--- config.mk ---
export PLATFORM = sky130hd
export DESIGN_NAME = dadda_final_adder
export DESIGN_NICKNAME = d
export VERILOG_FILES = /design/src/rtl/dadda_final_adder.sv
export SDC_FILE = /design/constraint.sdc
export NUM_CORES = 1
export LEC_CHECK = 0
export BUFFER_PORTS_ARGS = -buffer_cell sky130_fd_sc_hd__buf_2
export CAP_MARGIN = 20
export CORE_MARGIN = 2
export CORE_UTILIZATION = 53
export CTS_CLUSTER_DIAMETER = 50
export CTS_CLUSTER_SIZE = 28
export DETAILED_ROUTE_END_ITERATION = 16
export PLACE_DENSITY = 0.77
export SLEW_MARGIN = 20
export SYNTH_ARGS = -nofsm -noshare
export SYNTH_HDL_FRONTEND = slang
export SYNTH_SLANG_ARGS = --single-unit
--- constraint.sdc ---
create_clock -name clk -period 2.15 [get_ports clk]
set_clock_uncertainty 0.2 [all_clocks]
set_input_delay 0 -clock clk [delete_from_list [all_inputs] [get_ports clk]]
set_output_delay 0 -clock clk [all_outputs]
set_load 0.1 [all_outputs]
--- src/rtl/dadda_final_adder.sv ---
// dadda_final_adder: segmented, pipelined carry-propagate adder closing the Dadda tree.
// Ports: clk, rst_n, in_valid/in_ready/in_a/in_b upstream; out_valid/out_ready/out_sum/out_cout downstream.
module dadda_final_adder #(
  parameter int WIDTH = 32,
  parameter int SEG   = 8
) (
  input  logic             clk,
  input  logic             rst_n,
  input  logic             in_valid,
  output logic             in_ready,
  input  logic [WIDTH-1:0] in_a,
  input  logic [WIDTH-1:0] in_b,
  output logic             out_valid,
  input  logic             out_ready,
  output logic [WIDTH-1:0] out_sum,
  output logic             out_cout
);

  localparam int STAGES = WIDTH / SEG;
  // Row registers are only needed by stages that still have segments to add.
  localparam int RS = (STAGES > 1) ? STAGES - 1 : 1;

  if ((WIDTH % SEG) != 0) begin : g_width_check
    $error("WIDTH must be a multiple of SEG");
  end

  logic [STAGES-1:0]            valid_q, valid_d;
  logic [STAGES-1:0]            carry_q, carry_d;
  logic [STAGES-1:0][WIDTH-1:0] res_q, res_d;
  logic [RS-1:0][WIDTH-1:0]     a_q, a_d;
  logic [RS-1:0][WIDTH-1:0]     b_q, b_d;
  logic [STAGES-1:0][SEG:0]     seg_sum;
  logic [STAGES-1:0]            adv;
  logic                         adv_run;

  always_comb begin
    seg_sum = '0;
    seg_sum[0] = {1'b0, in_a[SEG-1:0]}
               + {1'b0, in_b[SEG-1:0]};
    for (int k = 1; k < STAGES; k++) begin
      seg_sum[k] = {1'b0, a_q[k-1][k*SEG +: SEG]}
                 + {1'b0, b_q[k-1][k*SEG +: SEG]}
                 + {{SEG{1'b0}}, carry_q[k-1]};
    end
  end

  // Ready ripples back from the output through each stage's valid bit.
  always_comb begin
    adv = '0;
    adv_run = out_ready || !valid_q[STAGES-1];
    adv[STAGES-1] = adv_run;
    for (int k = STAGES - 2; k >= 0; k--) begin
      adv_run = !valid_q[k] || adv_run;
      adv[k] = adv_run;
    end
  end

  always_comb begin
    valid_d = valid_q;
    carry_d = carry_q;
    res_d   = res_q;
    a_d     = a_q;
    b_d     = b_q;
    if (adv[0]) begin
      valid_d[0] = in_valid;
      if (in_valid) begin
        res_d[0] = '0;
        res_d[0][SEG-1:0] = seg_sum[0][SEG-1:0];
        carry_d[0] = seg_sum[0][SEG];
        if (STAGES > 1) begin
          a_d[0] = in_a;
          b_d[0] = in_b;
        end
      end
    end
    for (int k = 1; k < STAGES; k++) begin
      if (adv[k]) begin
        valid_d[k] = valid_q[k-1];
        if (valid_q[k-1]) begin
          res_d[k] = res_q[k-1];
          res_d[k][k*SEG +: SEG] = seg_sum[k][SEG-1:0];
          carry_d[k] = seg_sum[k][SEG];
          if (k < STAGES - 1) begin
            a_d[k] = a_q[k-1];
            b_d[k] = b_q[k-1];
          end
        end
      end
    end
  end

  always_ff @(posedge clk or negedge rst_n) begin
    if (!rst_n) begin
      valid_q <= '0;
      carry_q <= '0;
      res_q   <= '0;
      a_q     <= '0;
      b_q     <= '0;
    end else begin
      valid_q <= valid_d;
      carry_q <= carry_d;
      res_q   <= res_d;
      a_q     <= a_d;
      b_q     <= b_d;
    end
  end

  assign in_ready  = adv[0];
  assign out_valid = valid_q[STAGES-1];
  assign out_sum   = res_q[STAGES-1];
  assign out_cout  = carry_q[STAGES-1];

endmodule

-- After elaboration in Yosys (flattened, before gate mapping)
Index checks and enable logic that the tools add are counted.
- logic and storage cells: 37
- memory bits (writable): 0
- output and inout bits: 35
- memories: 0
- ROM bits: 0
- latch bits: 0
- bits in registers: 280
- order comparisons: 0
- add/sub/neg operators: 7
- reductions and logical operators: 12
- $mul: 0
- eq/ne operators: 0
- bitwise logic cells: 0
- multiplexer cells: 0
- shift operators: 0
- divide/modulo/power cells: 0
- operators with widths (cell ; number):
    $add 8x8->9 ; 4
    $add 9x1->9 ; 3
    $reduce_and 2->1 ; 4
    $logic_not 1->1 ; 4
    $logic_or 1x1->1 ; 4

-- Logic depth before layout (Yosys ltp)
Gate-level depths: netlist of run 1.
- depth in word-level cells: 6
- gate-level depth with buffers: 8
- mapped depth without buffers: 8

-- Worst setup path before layout of run 1
Ideal clock, no wire load.
- kind: register to register
- start point: reg valid_q[3]
- end point: reg b_q[12] (netlist name)
- slack: -0.516 ns
- buffers on the path: 1
- cell stages (with the launch flop): 6
- period minus slack after synthesis: 2.666 ns
- required time: 1.825 ns
- arrival: 2.341 ns
- path through: dfrtp_1 > and3b_4 > nand3_4 > nand2_8 > buf_8 > mux2_4
- word-level cells in the longest chain between the ends: 6
- RTL lines (element ; RTL line ; text):
    from (decl) ; 27 ; logic [STAGES-1:0] valid_q, valid_d;
    from (signal assigned) ; 100 ; valid_q <= valid_d;
    $logic_not 1->1 ; 50 ; adv_run = out_ready || !valid_q[STAGES-1];
    $logic_or 1x1->1 ; 50 ;
    $logic_or 1x1->1 (3 in a row) ; 53 ; adv_run = !valid_q[k] || adv_run;
    via in_ready ; 10 ; output logic in_ready,
    $reduce_and 2->1 (no source line) ; - ;
    to (signal assigned) ; 98 ; b_q <= '0;
    to (signal assigned) ; 104 ; b_q <= b_d;
    to (decl) ; 31 ; logic [RS-1:0][WIDTH-1:0] b_q, b_d;
The timed path passes the listed nets, and every way through them passes these cells.
A chain may end at the register's enable or synchronous reset.

-- Worst setup path in the final report of run 1
- start point: reg b_q[8] (netlist name)
- end point: reg res_q[46] (netlist name)
- word-level cells in the longest chain between the ends: 2
- RTL lines (element ; RTL line ; text):
    $add 8x8->9 ; 42 ; + {1'b0, b_q[k-1][k*SEG +: SEG]}
    $add 9x1->9 ; 43 ; + {{SEG{1'b0}}, carry_q[k-1]};
    to (signal assigned) ; 102 ; res_q <= res_d;
    to (decl) ; 29 ; logic [STAGES-1:0][WIDTH-1:0] res_q, res_d;
No other way between the ends.

==> flow_metrics.tcl, run 1 <==
set metrics [dict create \
    yosysTopAreaCellShare 0.5415 \
    synthSimpleGateAreaFrac 0.03929 \
    root_buffer "clkbuf_16" \
    synth-seq-area-share 0.5415 \
    synthArstFlopShare 1.000 \
    grt_antenna_before_repair 0 \
    status "finished with violations" \
    vdd_drop_max_v 0.001230 \
    post-route-util 0.6728 \
    dieArea_um2 17070 \
    yosys.area_share.adder 0.05915 \
    startpoint "b_q[8]" \
    start_util 0.5392 \
    fmax_mhz 431.5 \
    die_h_um 130.7 \
    synth_edf_count 0 \
    dieWidth_um 130.7 \
    clk_latency_ns 0.43 \
    grt_use_total 0.2164 \
    synth_mux_area_frac 0.2207 \
    clock-sinks 184 \
    crit_path_top_delay_cell "fa_2" \
    synthesis.nets 707 \
    worstSetupEndpointType "register" \
    yosys.cell_types.count 43 \
    critPathRequiredTime_ns 2.26 \
    synth_area_um2 8503 \
    critPathLaunchType "register" \
    cp_data_arrival_time_ns 2.43 \
    drive_gt1_frac 0.4304 \
    num_vias 5239 \
    violations "negative setup slack" \
    dr.pass1.iters 4 \
    synth_area_leaders "dfrtp_1 (54%), mux2_2 (14%), mux2_4 (8.3%), ha_1 (4.3%), buf_4 (3.1%)" \
    p_leak_nw 4.873 \
    crit_fanout 3 \
    critPathMaxStageDelay_ns 0.41 \
    avgRoutedWirePerCell_um 16.98 \
    seqCellArea_um2 4608 \
    tritoncts "done" \
    synth_top_area_cell "dfrtp_1" \
    r2r-start "b_q[8]" \
    synth_xor_area_frac 0.01648 \
    grt_max_degree 64 \
    core_um2 15770 \
    cts_buffer_depth 2 \
    synth_compound_area_frac 0.06813 \
    cap_violations 0 \
    synth_top_family_by_area "multiplexers" \
    worst_pin_slew_ns 0.6054 \
    multiInputGateArea_um2 3582 \
    vias_per_cell 5.244 \
    row_count 46 \
    slew_violations 0 \
    timing.final.ws_setup_ns -0.1674 \
    hp-start "in_b[0]" \
    yosys_register_bits 184 \
    htreeDepth 4 \
    synth.most_common_cell "dfrtp_1" \
    port_buffers 102 \
    fill_cells 1127 \
    ys.flop_type "dfrtp_1" \
    syn_avg_cell_area_um2 14.10 \
    place_ws_ns -0.1596 \
    place.gp.congestion 0.9525 \
    areaGrowthSynthToFinish_pct 24.78 \
    worstPathCellList "fa_2 > fa_2 > a21o_1 > a31oi_4 > nand2b_1 > a211oi_2 > o31ai_1" \
    fin_crit_sh 1.078 \
    crit_top_cell "fa_2" \
    drcViolationCount 0 \
    finalWirelength_mm 16.96 \
    setup_viol 7 \
    drt_iter0_drc 268 \
    n_antenna_cell 0 \
    slew_headroom 0.5964 \
    power_density_nw_per_um2 1429 \
    grt_pass1_wl_mm 28.18 \
    synth_common_cells "dfrtp_1 (184), mux2_2 (102), mux2_4 (47), o21ai_0 (37), buf_4 (35)" \
    nets 874 \
    grt.overflow.total 0 \
    finalCriticalPeriod_ns 2.317 \
    hold_viol 0 \
    grt_pass1_vias 5774 \
    synthCells 603 \
    hpwl_mm 11.18 \
    crit_buf_inv 0 \
    critical-path-top-delay-family "adder cells" \
    rsz0062_at_grt "yes" \
    clk_pin_slew_ns 0.06 \
    hp-class "in -> reg" \
    ff2ff_setup_slack_ns -0.17 \
    io-pin-count 103 \
    cts_buffers 17 \
    ant_nets 0 \
    synth_warnings 0 \
    worst-setup-path-type "reg -> reg" \
]
==> sequential cells by signal, summed over array words and instances (netlist names) <==
signal / flops
carry_q: 4
out_sum: 32
valid_q: 4
a_q: 48
b_q: 48
res_q: 48
==> path summary, 6_finish.rpt <==
check / to / cells past startpoint
max in group asynchronous: a_q[30] / 4
min: res_q[3] / 5
max reg2reg: res_q[46] / 7
min in group asynchronous: a_q[92] / 3
max: res_q[46] / 7
min reg2reg: res_q[45] / 2
==> power by group <==
part	leakage [nW]	internal (mW)	switching [mW]	total [mW]
Sequential	2.17	4.63	0.700	5.33
Clock	0.284	1.89	1.25	3.14
Combinational	2.42	2.40	4.28	6.69
Total	4.87	8.92	6.24	15.2
==> stage by stage <==
stage / hold WS [ns] / power [mW] / cells / setup TNS (ns) / cell area [um^2]
finish: 0.1026 / 15.16 / 999 / -0.4841 / 10610
global route: 0.1336 / 15.96 / 999 / -1.282 / 10610
CTS: 0.05152 / 15.02 / 997 / -0.4111 / 10540
detailed placement: -0.1656 / 11.49 / 887 / -0.7875 / 9114
global placement: -0.1742 / 11.23 / 887 / -0.2985 / 9114
floorplan: -0.4956 / 10.58 / 603 / -3.242 / 8544
==> cells by family after synthesis <==
logic type	after synthesis
adders and majority gates	36
AOI/OAI and AO/OA	94
xor gates and xnor gates	16
DFF	184
muxes	151
and+or+nand+nor	64
buffers and inverters	58
==> worst reg2reg max path, stage by stage, from the launching register on <==
cell,delay (ns)
dfrtp_1,0.40
fa_2,0.41
fa_2,0.36
a21o_1,0.21
a31oi_4,0.19
nand2b_1,0.10
a211oi_2,0.23
o31ai_1,0.10
==> repair_timing <==
item | CTS | global route
resized for setup | 16 | 19
endpoints found under the hold margin | 249 | 0
hold buffers | 75 | 0
cloned | 0 | 0
buffers inserted | 3 | 2
pin swaps | 7 | 25
endpoints found under the setup margin | 11 | 14
==> layout make-up <==
class,count,share of cell area
Tap cell,216,0.02547
Timing Repair Buffer,200,0.1447
Clock buffer,24,0.04446
Sequential cell,184,0.4343
Multi-Input combinational cell,361,0.3376
Clock inverter,8,0.01132
Inverter,6,0.002123
==> layout by cell type, fill, tap and decap left out, drive strengths merged, types with 2 or more instances in the layout <==
cell type    synthesis  routed
dfrtp              184     184
mux2               151     151
buf                 52     125
dlygate4sd3          0      75
o21ai               37      37
nand2               32      32
ha                  29      29
clkbuf               0      24
a21oi               19      19
xor2                13      13
nor2                11      11
nand2b               9       9
a211oi               9       9
a21o                 7       7
fa                   7       7
inv                  6       6
o31ai                6       6
xnor2                3       3
o211ai               3       3
nor3                 3       3
clkinv               0       3
bufinv               0       3
and2                 3       3
a31oi                3       3
or2                  2       2
o22ai                2       2
a211o                2       2
clkinvlp             0       2
==> routing by layer <==
layer | part of all wire | global-route usage | routed length (um) | vias up
li1 | - | - | - | 2441
met1 | 0.43 | 0.2653 | 7280 | 2630
met2 | 0.51 | 0.3768 | 8666 | 137
met5 | 0 | 0 | 0 | -
met4 | 0.024 | 0.09136 | 405 | 0
met3 | 0.036 | 0.04153 | 612 | 31
(Power assumes the default switching activity.)
==> inputs of run 2 (changes only) <==
--- a/config.mk
+++ b/config.mk
@@ -5,6 +5,7 @@
 export SDC_FILE = /design/constraint.sdc
 export NUM_CORES = 1
 export LEC_CHECK = 0
+export ABC_AREA = 1
 export BUFFER_PORTS_ARGS = -buffer_cell sky130_fd_sc_hd__buf_2
 export CAP_MARGIN = 20
 export CORE_MARGIN = 2
@@ -12,6 +13,7 @@
 export CTS_CLUSTER_DIAMETER = 50
 export CTS_CLUSTER_SIZE = 28
 export DETAILED_ROUTE_END_ITERATION = 16
+export GPL_TIMING_DRIVEN = 0
 export PLACE_DENSITY = 0.77
 export SLEW_MARGIN = 20
 export SYNTH_ARGS = -nofsm -noshare
==> flow_metrics.tcl, run 2 <==
set metrics [dict create \
    status "finished, final reports clean" \
    nets 1294 \
    swShare 0.4415 \
    syn_avg_cell_area_um2 8.585 \
    dr_wl_met2_mm 10.03 \
    power_density_nw_per_um2 1450 \
    critPathRequiredTime_ns 2.33 \
    top_layer "met4" \
    ys.flop_type "dfrtp_1" \
    grt_pass1_wl_mm 33.11 \
    worst-setup-path-type "in -> reg" \
    synthArstFlopShare 1.000 \
    root_buffer "clkbuf_16" \
    hp-class "in -> reg" \
    grt.overflow.total 0 \
    io-pin-count 103 \
    place_ws_ns 0.003119 \
    dieArea_um2 17070 \
    placed_area_um2 9335 \
    critical-path-top-delay-family "buffers and inverters" \
    dieWidth_um 130.6 \
    slew_headroom 0.6026 \
    start_util 0.5390 \
    p_leak_nw 5.779 \
    hpwl_mm 12.85 \
    place.gp.congestion 0.8648 \
    hold_viol 0 \
    clk_pin_slew_ns 0.07 \
    htreeDepth 4 \
    grt_max_degree 105 \
    fin_crit_sh 0.9565 \
    synth_warnings 0 \
    crit_path_top_delay_cell "dlygate4sd3_1" \
    vdd_drop_max_v 0.0008523 \
    pwr-share-seq 0.347 \
    cap_violations 0 \
    worst_pin_slew_ns 0.5961 \
    crit_buf_inv 3 \
    hold_slack_ns 0.05295 \
    n_antenna_cell 0 \
    crit_top_cell "nand2_1" \
    cts_buffer_depth 2 \
    combPwrFrac 0.446 \
    top_regs "a_q (48), b_q (48), res_q (48)" \
    areaGrowthSynthToFinish_pct 26.45 \
    row_count 46 \
    drive_gt1_frac 0.1929 \
    finalCriticalPeriod_ns 2.056 \
    synthCells 990 \
    slew_violations 0 \
    grt_antenna_before_repair 0 \
    worstSetupEndpointType "register" \
    crit_fanout 4 \
    cp_data_arrival_time_ns 2.24 \
    seqCellArea_um2 4608 \
    grt_use_total 0.2509 \
    post-route-util 0.6815 \
    avgRoutedWirePerCell_um 14.22 \
    dp.cells 1309 \
    synth_area_um2 8499 \
    wl_met3_um 913 \
    synth_common_cells "nand2_1 (446), dfrtp_1 (184), inv_1 (69), o21ai_0 (61), buf_4 (38)" \
    setup_viol 0 \
    wl_met1_mm 8.833 \
    synth.most_common_cell "nand2_1" \
    vias_per_cell 4.906 \
    yosys.cell_types.count 28 \
    tritoncts "done" \
    final_cell_count_no_fill 1419 \
    power_mw 15.58 \
    multiInputGateArea_um2 3219 \
    synth_edf_count 0 \
    yosysTopAreaCellShare 0.5417 \
    p_clk_frac 0.207 \
    synth_top_area_cell "dfrtp_1" \
    grt_pass1_vias 6840 \
    fmax_mhz 486.3 \
    yosys_register_bits 184 \
    synthesis.nets 1094 \
    final_cell_area_um2 10750 \
    port_buffers 102 \
    synth_area_leaders "dfrtp_1 (54%), nand2_1 (20%), ha_1 (4.3%), o21ai_0 (3.6%), buf_4 (3.4%)" \
    clock-sinks 184 \
    final_cell_mix "nand2_1 (444), dfrtp_1 (183), buf_2 (124), dlygate4sd3_1 (73), inv_1 (68)" \
    clk_latency_ns 0.44 \
    drcViolationCount 0 \
    synth-seq-area-share 0.5417 \
    die_h_um 130.6 \
    num_vias 6961 \
    critPathLaunchType "primary input" \
    fill_cells 1213 \
    finalWirelength_mm 20.18 \
    timing.final.ws_setup_ns 0.09354 \
    p_sw_mw 6.879 \
    setup-tns-final_ns 0 \
    worstPathCellList "dlygate4sd3_1 > buf_2 > ha_1 > nand2_1 > nand2_1 > a21oi_2 > nand2_1 > nand2_1 > dlygate4sd3_1 > nand3_1 > nand2_1" \
    critPathMaxStageDelay_ns 0.56 \
    final_common_cell "nand2_1" \
    cts_buffers 17 \
    dr.pass1.iters 5 \
    core_um2 15770 \
    power.internal_mw 8.701 \
    drt_iter0_drc 521 \
    ant_nets 0 \
]
==> run 2: cell types whose count changed after synthesis, sizes merged, moves of 10 or more <==
cell / before / now
nand2: 32 / 448
nand3: 1 / 28
o21ai: 37 / 78
buf: 52 / 63
mux2: 151 / 0
nor2: 11 / 24
nand3b: 1 / 12
inv: 6 / 73
xor2: 13 / 3
==> run 2: per-layer routing <==
| layer | vias to the layer above | GRT usage |
|---|---|---|
| met2 | 195 | 0.4219 |
| li1 | 3459 | - |
| met4 | 0 | 0.09074 |
| met3 | 42 | 0.04845 |
| met1 | 3265 | 0.3278 |
| met5 | - | 0 |
==> run 2: path summary, 6_finish.rpt <==
check,slack (ns),endpoint,from,cells past startpoint
worst max-delay path,0.09,res_q[7],in_a[4],11
worst min-delay path,0.05,res_q[5],in_a[3],8
worst max register to register,0.10,res_q[46],b_q[8],9
worst min register to register,0.27,b_q[53],b_q[21],2
max in group asynchronous,0.35,valid_q[3],rst_n,4
min in group asynchronous,0.46,a_q[10],rst_n,3
==> run 2: area by class of cell <==
type,instances,area share
buffer,68,0.04109
clock buffer,19,0.04121
clock inverter,13,0.01583
inverter,73,0.02549
multi-input combinational,665,0.2995
sequential,184,0.4288
tap,216,0.02515
timing repair buffer,181,0.1229
==> run 2: timing repair <==
item	CTS	global route
hold endpoints to repair	250	0
resized for setup	1	9
setup endpoints to repair	1	7
setup buffers	0	4
hold buffers	76	0
pin swaps	0	8
==> run 2: cell families (layout without fill, tap and decap cells) <==
family          count (synthesis)  after routing  synth area share
simple gates                  524            524            0.2472
flops                         184            184            0.5417
buf+inv                       141            354           0.08420
compound gates                100            100           0.06256
fa+ha+maj                      36             36           0.05918
xor+xnor                        5              5          0.005153
==> run 2: worst reg2reg max path, stage by stage (launching register included) <==
cell	delay (ns)
dfrtp_1	0.41
fa_2	0.42
fa_2	0.35
nand2_1	0.10
nand2_2	0.08
nand3b_1	0.11
nand2_1	0.08
nand2_1	0.09
nand3_2	0.08
nand2_1	0.07
==> run 2: power by group through the flow <==
stage,Sequential [mW],Combinational (mW),Clock (mW)
2_1_floorplan,5.36,5.32,0
3_3_place_gp,5.39,6.54,0
3_5_place_dp,5.43,6.71,0
4_1_cts,5.39,6.90,3.23
5_1_grt,5.52,7.64,3.38
6_report,5.40,6.95,3.23
